### src/rtl/leaf_tx_arbiter.sv
// Round-robin arbiter that feeds one BFT leaf port from NUM_REQ requesters,
// holding each granted packet until the network stops rejecting it.
module leaf_tx_arbiter #(
  parameter int NUM_REQ    = 4,
  parameter int P_SZ       = 49,
  parameter int PAYLOAD_SZ = 44
) (
  input  logic                      clk,
  input  logic                      reset,
  input  logic [NUM_REQ-1:0]        req_valid,
  input  logic [NUM_REQ*P_SZ-1:0]   req_data,
  output logic [NUM_REQ-1:0]        req_ready,
  output logic [P_SZ-1:0]           dout_leaf,
  input  logic                      resend,
  output logic                      busy,
  output logic [15:0]               pkt_cnt,
  output logic [15:0]               resend_cnt
);

  localparam int PTR_W = (NUM_REQ > 1) ? $clog2(NUM_REQ) : 1;

  typedef enum logic {IDLE, SEND} state_t;

  state_t            state_q, state_d;
  logic [PTR_W-1:0]  ptr_q, ptr_d;
  logic [P_SZ-1:0]   hold_q, hold_d;
  logic [15:0]       pkt_cnt_q, pkt_cnt_d;
  logic [15:0]       resend_cnt_q, resend_cnt_d;

  logic [P_SZ-2:0]   slice [NUM_REQ];
  logic [NUM_REQ-1:0] flag_unused;
  logic              load_en;
  logic              gnt_found;
  logic [PTR_W-1:0]  gnt_idx;
  logic [PTR_W:0]    cand;
  logic [PTR_W:0]    ptr_next;

  // The incoming valid flag of each slice is ignored; the stored flag is forced high.
  for (genvar gi = 0; gi < NUM_REQ; gi++) begin : g_slice
    assign slice[gi]       = req_data[gi*P_SZ +: P_SZ-1];
    assign flag_unused[gi] = req_data[gi*P_SZ + P_SZ-1];
  end

  assign load_en = (state_q == IDLE) || !resend;

  always_comb begin
    gnt_found = 1'b0;
    gnt_idx   = '0;
    cand      = '0;
    for (int i = 0; i < NUM_REQ; i++) begin
      cand = {1'b0, ptr_q} + (PTR_W+1)'(i);
      if (cand >= (PTR_W+1)'(NUM_REQ)) cand = cand - (PTR_W+1)'(NUM_REQ);
      if (!gnt_found && req_valid[cand[PTR_W-1:0]]) begin
        gnt_found = 1'b1;
        gnt_idx   = cand[PTR_W-1:0];
      end
    end
  end

  always_comb begin
    ptr_next = {1'b0, gnt_idx} + 1'b1;
    if (ptr_next == (PTR_W+1)'(NUM_REQ)) ptr_next = '0;
  end

  always_comb begin
    req_ready = '0;
    if (load_en && gnt_found && !reset) req_ready[gnt_idx] = 1'b1;
  end

  always_comb begin
    state_d      = state_q;
    ptr_d        = ptr_q;
    hold_d       = hold_q;
    pkt_cnt_d    = pkt_cnt_q;
    resend_cnt_d = resend_cnt_q;
    if (state_q == SEND) begin
      if (resend) begin
        if (resend_cnt_q != 16'hFFFF) resend_cnt_d = resend_cnt_q + 16'd1;
      end else begin
        pkt_cnt_d = pkt_cnt_q + 16'd1;
      end
    end
    if (load_en) begin
      if (gnt_found) begin
        hold_d  = {1'b1, slice[gnt_idx][P_SZ-2:PAYLOAD_SZ], slice[gnt_idx][PAYLOAD_SZ-1:0]};
        state_d = SEND;
        ptr_d   = ptr_next[PTR_W-1:0];
      end else begin
        hold_d  = '0;
        state_d = IDLE;
      end
    end
  end

  always_ff @(posedge clk or posedge reset) begin
    if (reset) begin
      state_q      <= IDLE;
      ptr_q        <= '0;
      hold_q       <= '0;
      pkt_cnt_q    <= '0;
      resend_cnt_q <= '0;
    end else begin
      state_q      <= state_d;
      ptr_q        <= ptr_d;
      hold_q       <= hold_d;
      pkt_cnt_q    <= pkt_cnt_d;
      resend_cnt_q <= resend_cnt_d;
    end
  end

  assign dout_leaf  = hold_q;
  assign busy       = (state_q == SEND);
  assign pkt_cnt    = pkt_cnt_q;
  assign resend_cnt = resend_cnt_q;

endmodule

### config.mk
export PLATFORM = sky130hd
export DESIGN_NAME = leaf_tx_arbiter
export DESIGN_NICKNAME = d
export VERILOG_FILES = /design/src/rtl/leaf_tx_arbiter.sv
export SDC_FILE = /design/constraint.sdc
export NUM_CORES = 1
export LEC_CHECK = 0
export ABC_AREA = 1
export CORE_MARGIN = 3
export CORE_UTILIZATION = 36
export DETAILED_ROUTE_END_ITERATION = 6
export GPL_TIMING_DRIVEN = 0
export HOLD_SLACK_MARGIN = 0.1
export PLACE_DENSITY = 0.79
export SLEW_MARGIN = 20
export SYNTH_ARGS = -nofsm -noshare
export SYNTH_HDL_FRONTEND = slang
export SYNTH_SLANG_ARGS = --single-unit
### constraint.sdc
create_clock -name clk -period 4 [get_ports clk]
set_input_delay 1 -clock clk [delete_from_list [all_inputs] [get_ports clk]]
set_output_delay 1 -clock clk [all_outputs]
set_load 0.03 [all_outputs]
; ---- Word-level counts from Yosys, hierarchy flattened
; Index checks and enable logic that the tools add are counted.
[classes]
addsub = 10
order_cmp = 11
eq_ne = 2
n_mux = 29
bitwise_logic = 3
reduce_logical = 15
[ops]
columns = operator, n
row1 = binary-select mux 48 bit (select 2 bit), 1
row2 = 2-to-1 mux 48 bit, 2
row3 = 2-to-1 mux 49 bit, 1
row4 = "adder 16 x 1 -> 16 bit, second input constant", 2
row5 = 2-to-1 mux 2 bit, 9
row6 = "inequality test 16 bit, second input constant", 1
row7 = "less-than comparator 2 x 3 -> 1 bit, second input constant", 5
row8 = ">= comparator 3 bit, second input constant", 4
row9 = 2-to-1 mux 1 bit, 10
row10 = binary-select mux 1 bit (select 2 bit), 4
row11 = "subtractor 2 x 1 -> 2 bit, second input constant", 4
row12 = "adder 2 x 1 -> 3 bit, second input constant", 2
row13 = "adder 2 x 2 -> 3 bit, second input constant", 2
row14 = logical AND 1 bit, 6
row15 = zero test 1 bit, 5
row16 = 2-to-1 mux 4 bit, 1
row17 = AND reduction 2 bit, 2
row18 = "equality test 3 bit, second input constant", 1
row19 = ">= comparator 2 x 3 -> 1 bit, second input constant", 1
row20 = inverter 2 -> 3 bit, 1
row21 = AND reduction 3 bit, 1
row22 = demux 1 bit (select 2 bit), 1
row23 = ">= comparator 2 x 1 -> 1 bit, second input constant", 1
row24 = inverter 1 bit, 2
row25 = logical OR 1 bit, 1
[word_totals]
ff_bits = 84
inputBits = 203

; ---- Logic depth before layout (Yosys ltp)
; Gate-level depths: netlist of run 1.
[logic_depth]
ltp_word = 19
mapped_depth = 15
mapped_depth_nobuf = 13

; ---- Least setup slack after synthesis of run 1
; Ideal clock, no wire load.
[synth_path]
kind = input to output
start = input port reset
end = output port req_ready[0]
arrival_time_ns = 3.568
setup_slack_ns = -0.568
path_stages = 3
n_path_buf = 0
cell_sequence = inv_1 -> nand2_1 -> nor2_1
[synth_via]
elab_chain_cells = 3
[synth_rtl]
columns = element, line
row1 = from (decl), 9  ; input logic reset,
row2 = zero test 1 bit (no line), --
row3 = logical AND 1 bit, 67  ; if (load_en && gnt_found && !reset) req_ready[gnt_idx] = 1'b1;
row4 = 2-to-1 mux 4 bit, 67
row5 = to (decl), 12  ; output logic [NUM_REQ-1:0] req_ready,
; Every way passes these cells.

; ---- Worst setup path after layout of run 1
[layout_path]
start = input port req_valid[1]
end = output port req_ready[0]
[layout_via]
elab_chain_cells = 17
[layout_rtl]
columns = element, line
row1 = from (decl), 10  ; input logic [NUM_REQ-1:0] req_valid,
row2 = binary-select mux 1 bit (select 2 bit), 53  ; if (!gnt_found && req_valid[cand[PTR_W-1:0]]) begin
row3 = 2-to-1 mux 1 bit (not written as such), 53
row4 = 2-to-1 mux 1 bit, 53
row5 = zero test 1 bit, 53
row6 = logical AND 1 bit, 53
row7 = 2-to-1 mux 1 bit, 53
row8 = zero test 1 bit, 53
row9 = logical AND 1 bit, 53
row10 = 2-to-1 mux 1 bit, 53
row11 = zero test 1 bit, 53
row12 = logical AND 1 bit, 53
row13 = 2-to-1 mux 2 bit, 53
row14 = less-than comparator 2 x 3 -> 1 bit (not written as such) / >= comparator 2 x 1 -> 1 bit (equally long branches), 67
row15 = logical AND 1 bit (not written as such), 67
row16 = 2-to-1 mux 1 bit (not written as such), 67
row17 = demux 1 bit (select 2 bit), 67
row18 = 2-to-1 mux 4 bit *, 67
; Mark *: on every way between the ends. The rest lies on a longest branch, timed or not. The select of a mux whose other input is x is not followed.

==> impl_metrics.py, run 1 <==
metrics = {
    "run_status": {
        "status": "finished clean",
    },
    "global_routing": {
        "grt_pass1_wl_um": 32800,
        "antenna_found_initial": 0,
        "overflow": 0,
        "grt.total_usage": 0.253,
        "grt_pass1_vias": 6359,
        "grt_max_degree": 33,
    },
    "yosys": {
        "syn-mean-instance-area_um2": 6.93,
        "yosysWarnings": 0,
        "synthCells": 778,
        "synth-seq-cells": 83,
        "synth_nets": 987,
        "synth_cell_types": 26,
        "ys_seq_area_frac": 0.386,
        "syn_area_mm2": 0.00539,
    },
    "setup_path": {
        "cp_max_fo": 11,
        "cp-start-kind": "input port",
        "crit_type": "input port to output port",
        "crit_end": "req_ready[0]",
        "r2r-start": "ptr_q[0]",
        "end_kind": "output port",
        "r2r-end": "dout_leaf[19]",
        "crit_required_ns": 3.00,
        "r2r_slack_ns": 1.55,
        "reg2regPathDepth": 14,
        "crit_path_start": "req_valid[1]",
        "cp.arrival_ns": 2.87,
    },
    "clock_network": {
        "clkTransAtPathRegs_ns": 0.06,
        "cts_buffers": 9,
        "htreeDepth": 3,
        "clock_path_buffers": 2,
        "clk_latency_ns": 0.34,
        "cts.sinks": 83,
        "cts_tree": "done",
        "ctsHoldBuffers": 0,
        "cts_root_buf": "clkbuf_16",
    },
    "placed_design": {
        "globalplace.congestion": 0.893,
        "place_ws_ns": -0.647,
        "hpwl_um": 16500,
        "post-place-cells": 1248,
        "dpl_cell_area_mm2": 0.00850,
        "io_buffers": 284,
    },
    "min_path": {
        "holdPathStages": 2,
        "min_path_type": "flop to flop",
    },
    "floorplanning": {
        "core_mm2": 0.0146,
        "rows": 44,
        "io_pins": 289,
        "die_area_mm2": 0.0165,
        "die_w_um": 128,
        "initial_utilization": 0.369,
        "die_y_um": 128,
    },
    "power": {
        "fin_total_pwr_mw": 8.68,
        "p_per_area_mw_per_mm2": 980,
        "vdd_drop_max_v": 0.000509,
        "p_leak_nw": 4.14,
    },
    "routing": {
        "wl_per_cell_um": 16.9,
        "first_pass_iters": 5,
        "drc": 0,
        "antenna_left": 0,
        "wirelength_um": 21400,
        "vias_per_cell": 5.16,
        "drtIter0Drc": 458,
        "via_count": 6536,
    },
    "sta": {
        "finalCritPeriodShare": 0.966,
        "finalSetupViolations": 0,
        "fin_setup_tns_ns": 0,
        "tightest_slew_ns": 0.639,
        "hold_violations": 0,
        "finalCriticalPeriod_ns": 3.87,
        "finClkSkew_ns": 0.00653,
        "layout_setup_ws_ns": 0.134,
        "slew_headroom": 0.574,
        "slew_viol_final": 0,
        "fmax_ghz": 0.259,
    },
    "finish": {
        "fin_nets": 1286,
        "mostFrequentLayoutCell": "clkdlybuf4s50_1",
        "multi_input_area_mm2": 0.00290,
        "syn2layout_area_growth_pct": 64.4,
        "drive_gt1_frac": 0.0730,
        "fin_area_mm2": 0.00886,
        "seqCellArea_mm2": 0.00208,
        "antenna_cells": 0,
        "n_fill_cell": 1341,
        "fin_cells": 1266,
        "final_cell_mix": "clkdlybuf4s50_1, nand2_1, nand3_1, dfrtp_1, inv_1",
    },
    "job": {
        "max-cap-violations": 0,
    },
}
-- cell families after synthesis --
family,count (synthesis),share of synthesized area
xor gates and xnor gates,30,0.0488
DFF,83,0.386
and+or+nand+nor,562,0.467
AOI/OAI and AO/OA,3,0.00279
muxes,1,0.00209
adders and majority gates,6,0.0139
buffers and inverters,93,0.0799
-- per-stage QoR --
step / utilization / hold WS [ns]
detailed placement: 0.583 / 0.465
CTS: 0.604 / 0.483
global route: 0.607 / 0.491
floorplan: - / 0.615
finish: 0.607 / 0.481
global placement: 0.580 / 0.461
-- cell usage after synthesis --
| master | number | share of area |
|---|---|---|
| o21ai_1 | 1 | 0.00093 |
| buf_6 | 3 | 0.0063 |
| nor3b_1 | 1 | 0.0014 |
| buf_1 | 4 | 0.0028 |
| inv_2 | 4 | 0.0028 |
| buf_2 | 23 | 0.021 |
| nor2_4 | 1 | 0.0021 |
| nor2_2 | 1 | 0.0012 |
| nand4_1 | 5 | 0.0058 |
| nand3_2 | 3 | 0.0056 |
| mux2_2 | 1 | 0.0021 |
| buf_4 | 8 | 0.011 |
| nand2_2 | 6 | 0.0070 |
| clkbuf_1 | 14 | 0.0098 |
| nor3_1 | 8 | 0.0074 |
| inv_1 | 37 | 0.026 |
| ha_1 | 6 | 0.014 |
| dfrtp_1 | 83 | 0.39 |
| nand3_4 | 1 | 0.0033 |
| nand2_1 | 262 | 0.18 |
| nand3_1 | 254 | 0.24 |
| xnor2_1 | 10 | 0.016 |
| o21ai_0 | 2 | 0.0019 |
| nor2_1 | 18 | 0.013 |
| nor4_1 | 2 | 0.0023 |
| xor2_1 | 20 | 0.033 |
-- state kept, by name, indices dropped and copies added, names as in the netlist --
register / flops
dout_leaf: 48
resend_cnt: 16
busy: 1
pkt_cnt: 16
ptr_q: 2
-- worst min path at each step --
stage,to,startpoint
2_1_floorplan,ptr_q[1],ptr_q[1]
3_5_place_dp,dout_leaf[4],dout_leaf[4]
3_3_place_gp,dout_leaf[31],dout_leaf[31]
6_report,dout_leaf[12],dout_leaf[12]
4_1_cts,dout_leaf[4],dout_leaf[4]
5_1_grt,dout_leaf[12],dout_leaf[12]
-- layer usage --
metal | GRT usage | vias up | part of all wire
met2 | 0.433 | 299 | 0.49
met1 | 0.315 | 3042 | 0.40
met4 | 0.0905 | 0 | 0.028
met3 | 0.0565 | 42 | 0.084
met5 | 0 | - | 0
li1 | - | 3153 | -
-- where the power goes --
group | switching [mW] | internal, mW | total, mW
clock | 0.383 | 0.496 | 0.880
combinational | 4.04 | 2.32 | 6.36
sequential | 0.239 | 1.20 | 1.44
-- critical path, cell delays in order --
cell and delay, ns:
clkdlybuf4s50_1 0.48, inv_1 0.06, nand2_1 0.08, nand3_1 0.11, nand2_2 0.09, inv_1 0.08
nand3_1 0.09, nand3_1 0.12, nand2_4 0.14, buf_8 0.15, ha_1 0.14, inv_1 0.03
nor2_1 0.08, buf_2 0.21
-- repair_timing --
item	in CTS	in global routing
resized for setup	23	12
setup endpoints to repair	4	4
setup buffers	2	2
pin swaps	1	1
-- final cells by class --
| class | instances | share of cell area |
|---|---|---|
| Tap cell | 184 | 0.0260 |
| Clock buffer | 9 | 0.0254 |
| Inverter | 41 | 0.0184 |
| Sequential cell | 83 | 0.234 |
| Multi-Input combinational cell | 602 | 0.328 |
| Clock inverter | 7 | 0.00946 |
| Buffer | 50 | 0.0312 |
| Timing Repair Buffer | 290 | 0.327 |
(Power assumes the default switching activity.)
==> inputs of run 2 (changes only) <==
--- a/config.mk
+++ b/config.mk
@@ -6,7 +6,7 @@
 export NUM_CORES = 1
 export LEC_CHECK = 0
 export ABC_AREA = 1
-export CORE_MARGIN = 3
+export CORE_MARGIN = 10
 export CORE_UTILIZATION = 36
 export DETAILED_ROUTE_END_ITERATION = 6
 export GPL_TIMING_DRIVEN = 0
==> run 2 against run 1 <==
The flow now finishes with violations (DRC). Hold slack got worse by 0.0014 ns. First-iteration DRC count grew 29%. Clock skew down 0.0012 ns.
==> impl_metrics.py, run 2 (synthesized netlist as in run 1, its figures left out) <==
metrics = {
    "run_status": {
        "status": "finished with violations",
        "violations": "DRC",
    },
    "finish": {
        "largest_reg_flops": 48,
        "n_fill_cell": 1336,
        "syn2layout_area_growth_pct": 64.1,
        "fin_cells": 1266,
        "final_cell_mix": "clkdlybuf4s50_1, nand2_1, nand3_1, dfrtp_1, inv_1",
        "antenna_cells": 0,
        "drive_gt1_frac": 0.0730,
        "fin_nets": 1286,
        "mostFrequentLayoutCell": "clkdlybuf4s50_1",
    },
    "clock_network": {
        "clk_latency_ns": 0.35,
        "cts_root_buf": "clkbuf_16",
        "clkTransAtPathRegs_ns": 0.07,
        "cts_buffers": 9,
        "cts.sinks": 83,
        "clock_path_buffers": 2,
        "htreeDepth": 3,
        "ctsHoldBuffers": 0,
        "cts_tree": "done",
    },
    "min_path": {
        "hold_start": "dout_leaf[13]",
        "min_path_type": "flop to flop",
        "whs_endpoint": "dout_leaf[13]",
        "holdPathStages": 2,
    },
    "sta": {
        "whs_ns": 0.480,
        "fin_setup_tns_ns": 0,
        "finalCritPeriodShare": 0.968,
        "finalCriticalPeriod_ns": 3.87,
        "slew_viol_final": 0,
        "fmax_ghz": 0.258,
        "finClkSkew_ns": 0.00532,
        "slew_headroom": 0.561,
        "hold_violations": 0,
        "layout_setup_ws_ns": 0.127,
        "finalSetupViolations": 0,
        "tightest_slew_ns": 0.659,
    },
    "setup_path": {
        "worst_path_max_delay_cell": "clkdlybuf4s50_1",
        "crit_chain": "clkdlybuf4s50_1 -> inv_1 -> nand2_1 -> nand3_2 -> nand2_2 -> nor2_4 -> nand3_1 -> nand3_1 -> nand2_4 -> inv_8 -> ha_1 -> inv_1 -> nor2_1 -> buf_4",
        "cp_max_fo": 14,
        "cp-start-kind": "input port",
        "crit_type": "input port to output port",
        "cp.arrival_ns": 2.87,
        "end_kind": "output port",
        "r2r-start": "ptr_q[0]",
        "reg2regPathDepth": 13,
        "r2r_slack_ns": 1.66,
        "slowest_delay_ns": 0.45,
        "crit_required_ns": 3.00,
        "r2r-end": "dout_leaf[27]",
    },
    "global_routing": {
        "overflow": 0,
        "antenna_found_initial": 0,
        "grt.total_usage": 0.219,
        "grt_pass1_wl_um": 35200,
        "grt_pass1_vias": 6539,
        "grt_max_degree": 33,
    },
    "power": {
        "seq_power_share": 0.165,
        "vdd_drop_max_v": 0.000564,
        "cell_internal_pwr_mw": 3.96,
        "comb_power_share": 0.738,
        "p_sw_frac": 0.543,
        "p_leak_nw": 4.12,
        "p_switching_mw": 4.71,
        "p_per_area_mw_per_mm2": 982,
        "p_clk_frac": 0.097,
        "fin_total_pwr_mw": 8.68,
    },
    "routing": {
        "via_count": 6512,
        "wirelength_um": 23200,
        "dr_wl_met2_um": 11000,
        "antenna_left": 0,
        "wl_met3_um": 2120,
        "vias_per_cell": 5.14,
        "wl_per_cell_um": 18.3,
        "wirelength_met1_um": 9350,
        "routed.top_layer": "met4",
        "drc": 2,
        "drtIter0Drc": 589,
        "first_pass_iters": 7,
    },
    "placed_design": {
        "io_buffers": 284,
        "hpwl_um": 18200,
        "post-place-cells": 1248,
        "place_ws_ns": -0.719,
        "globalplace.congestion": 0.921,
    },
    "floorplanning": {
        "die_y_um": 142,
        "core_mm2": 0.0146,
        "die_area_mm2": 0.0203,
        "initial_utilization": 0.369,
        "rows": 44,
        "die_w_um": 142,
        "io_pins": 289,
    },
    "job": {
        "max-cap-violations": 0,
    },
}
## run 2: changes by cell type in the layout (fill, tap and decap cells not counted), sizes merged
cell,previous run,this run
buf,45,46
bufinv,1,0
clkbuf,24,23
clkinv,3,0
clkinvlp,1,3
inv,43,45
## run 2: how the worst max path moves through the flow
stage | from | endpoint | slack, ns
2_1_floorplan | reset | req_ready[0] | 0.25
3_3_place_gp | reset | req_ready[3] | -1.40
3_5_place_dp | req_valid[3] | req_ready[1] | -0.72
4_1_cts | req_valid[3] | req_ready[1] | 0.02
5_1_grt | req_valid[3] | req_ready[2] | -0.04
6_report | req_valid[3] | req_ready[2] | 0.13
## run 2: layout make-up
type,count,area (µm²),share of cell area
repair buffers,290,2900,0.328
multi-input cells,602,2900,0.328
flip-flops and latches,83,2080,0.235
plain buffers,50,277,0.0313
well taps,184,230,0.0260
clock buffers,9,225,0.0255
inverters,41,165,0.0187
clock inverters,7,66.3,0.00750
## run 2: stage by stage
step	utilization	cell area [µm²]
floorplan	-	5390
global placement	0.580	8460
detailed placement	0.583	8500
CTS	0.603	8800
global route	0.606	8840
finish	0.606	8840
## run 2: repair_timing
action / 4_1_cts / 5_1_grt
endpoints found under the setup margin: 4 / 4
pin swaps: 1 / 3
setup buffers: 1 / 3
resized for setup: 26 / 14
## run 2: worst max-delay path: cells and delay by family
family | cells | cell delay, ns
and+or+nand+nor | 8 | 0.84
adders and majority gates | 1 | 0.15
buffers and inverters | 5 | 0.89
## run 2: layer usage
metal / vias to the layer above / GRT usage
met3: 43 / 0.0634
met4: 0 / 0.0841
met2: 323 / 0.363
met5: - / 0
met1: 2995 / 0.261
li1: 3151 / -
## run 2: power by group through the flow
stage | Clock, mW | Sequential, mW | Combinational (mW)
after floorplan | 0 | 2.01 | 3.52
after global placement | 0 | 1.43 | 6.16
after detailed placement | 0 | 1.44 | 6.27
after CTS | 0.860 | 1.43 | 6.33
after global routing | 0.891 | 1.47 | 7.02
final | 0.838 | 1.43 | 6.41
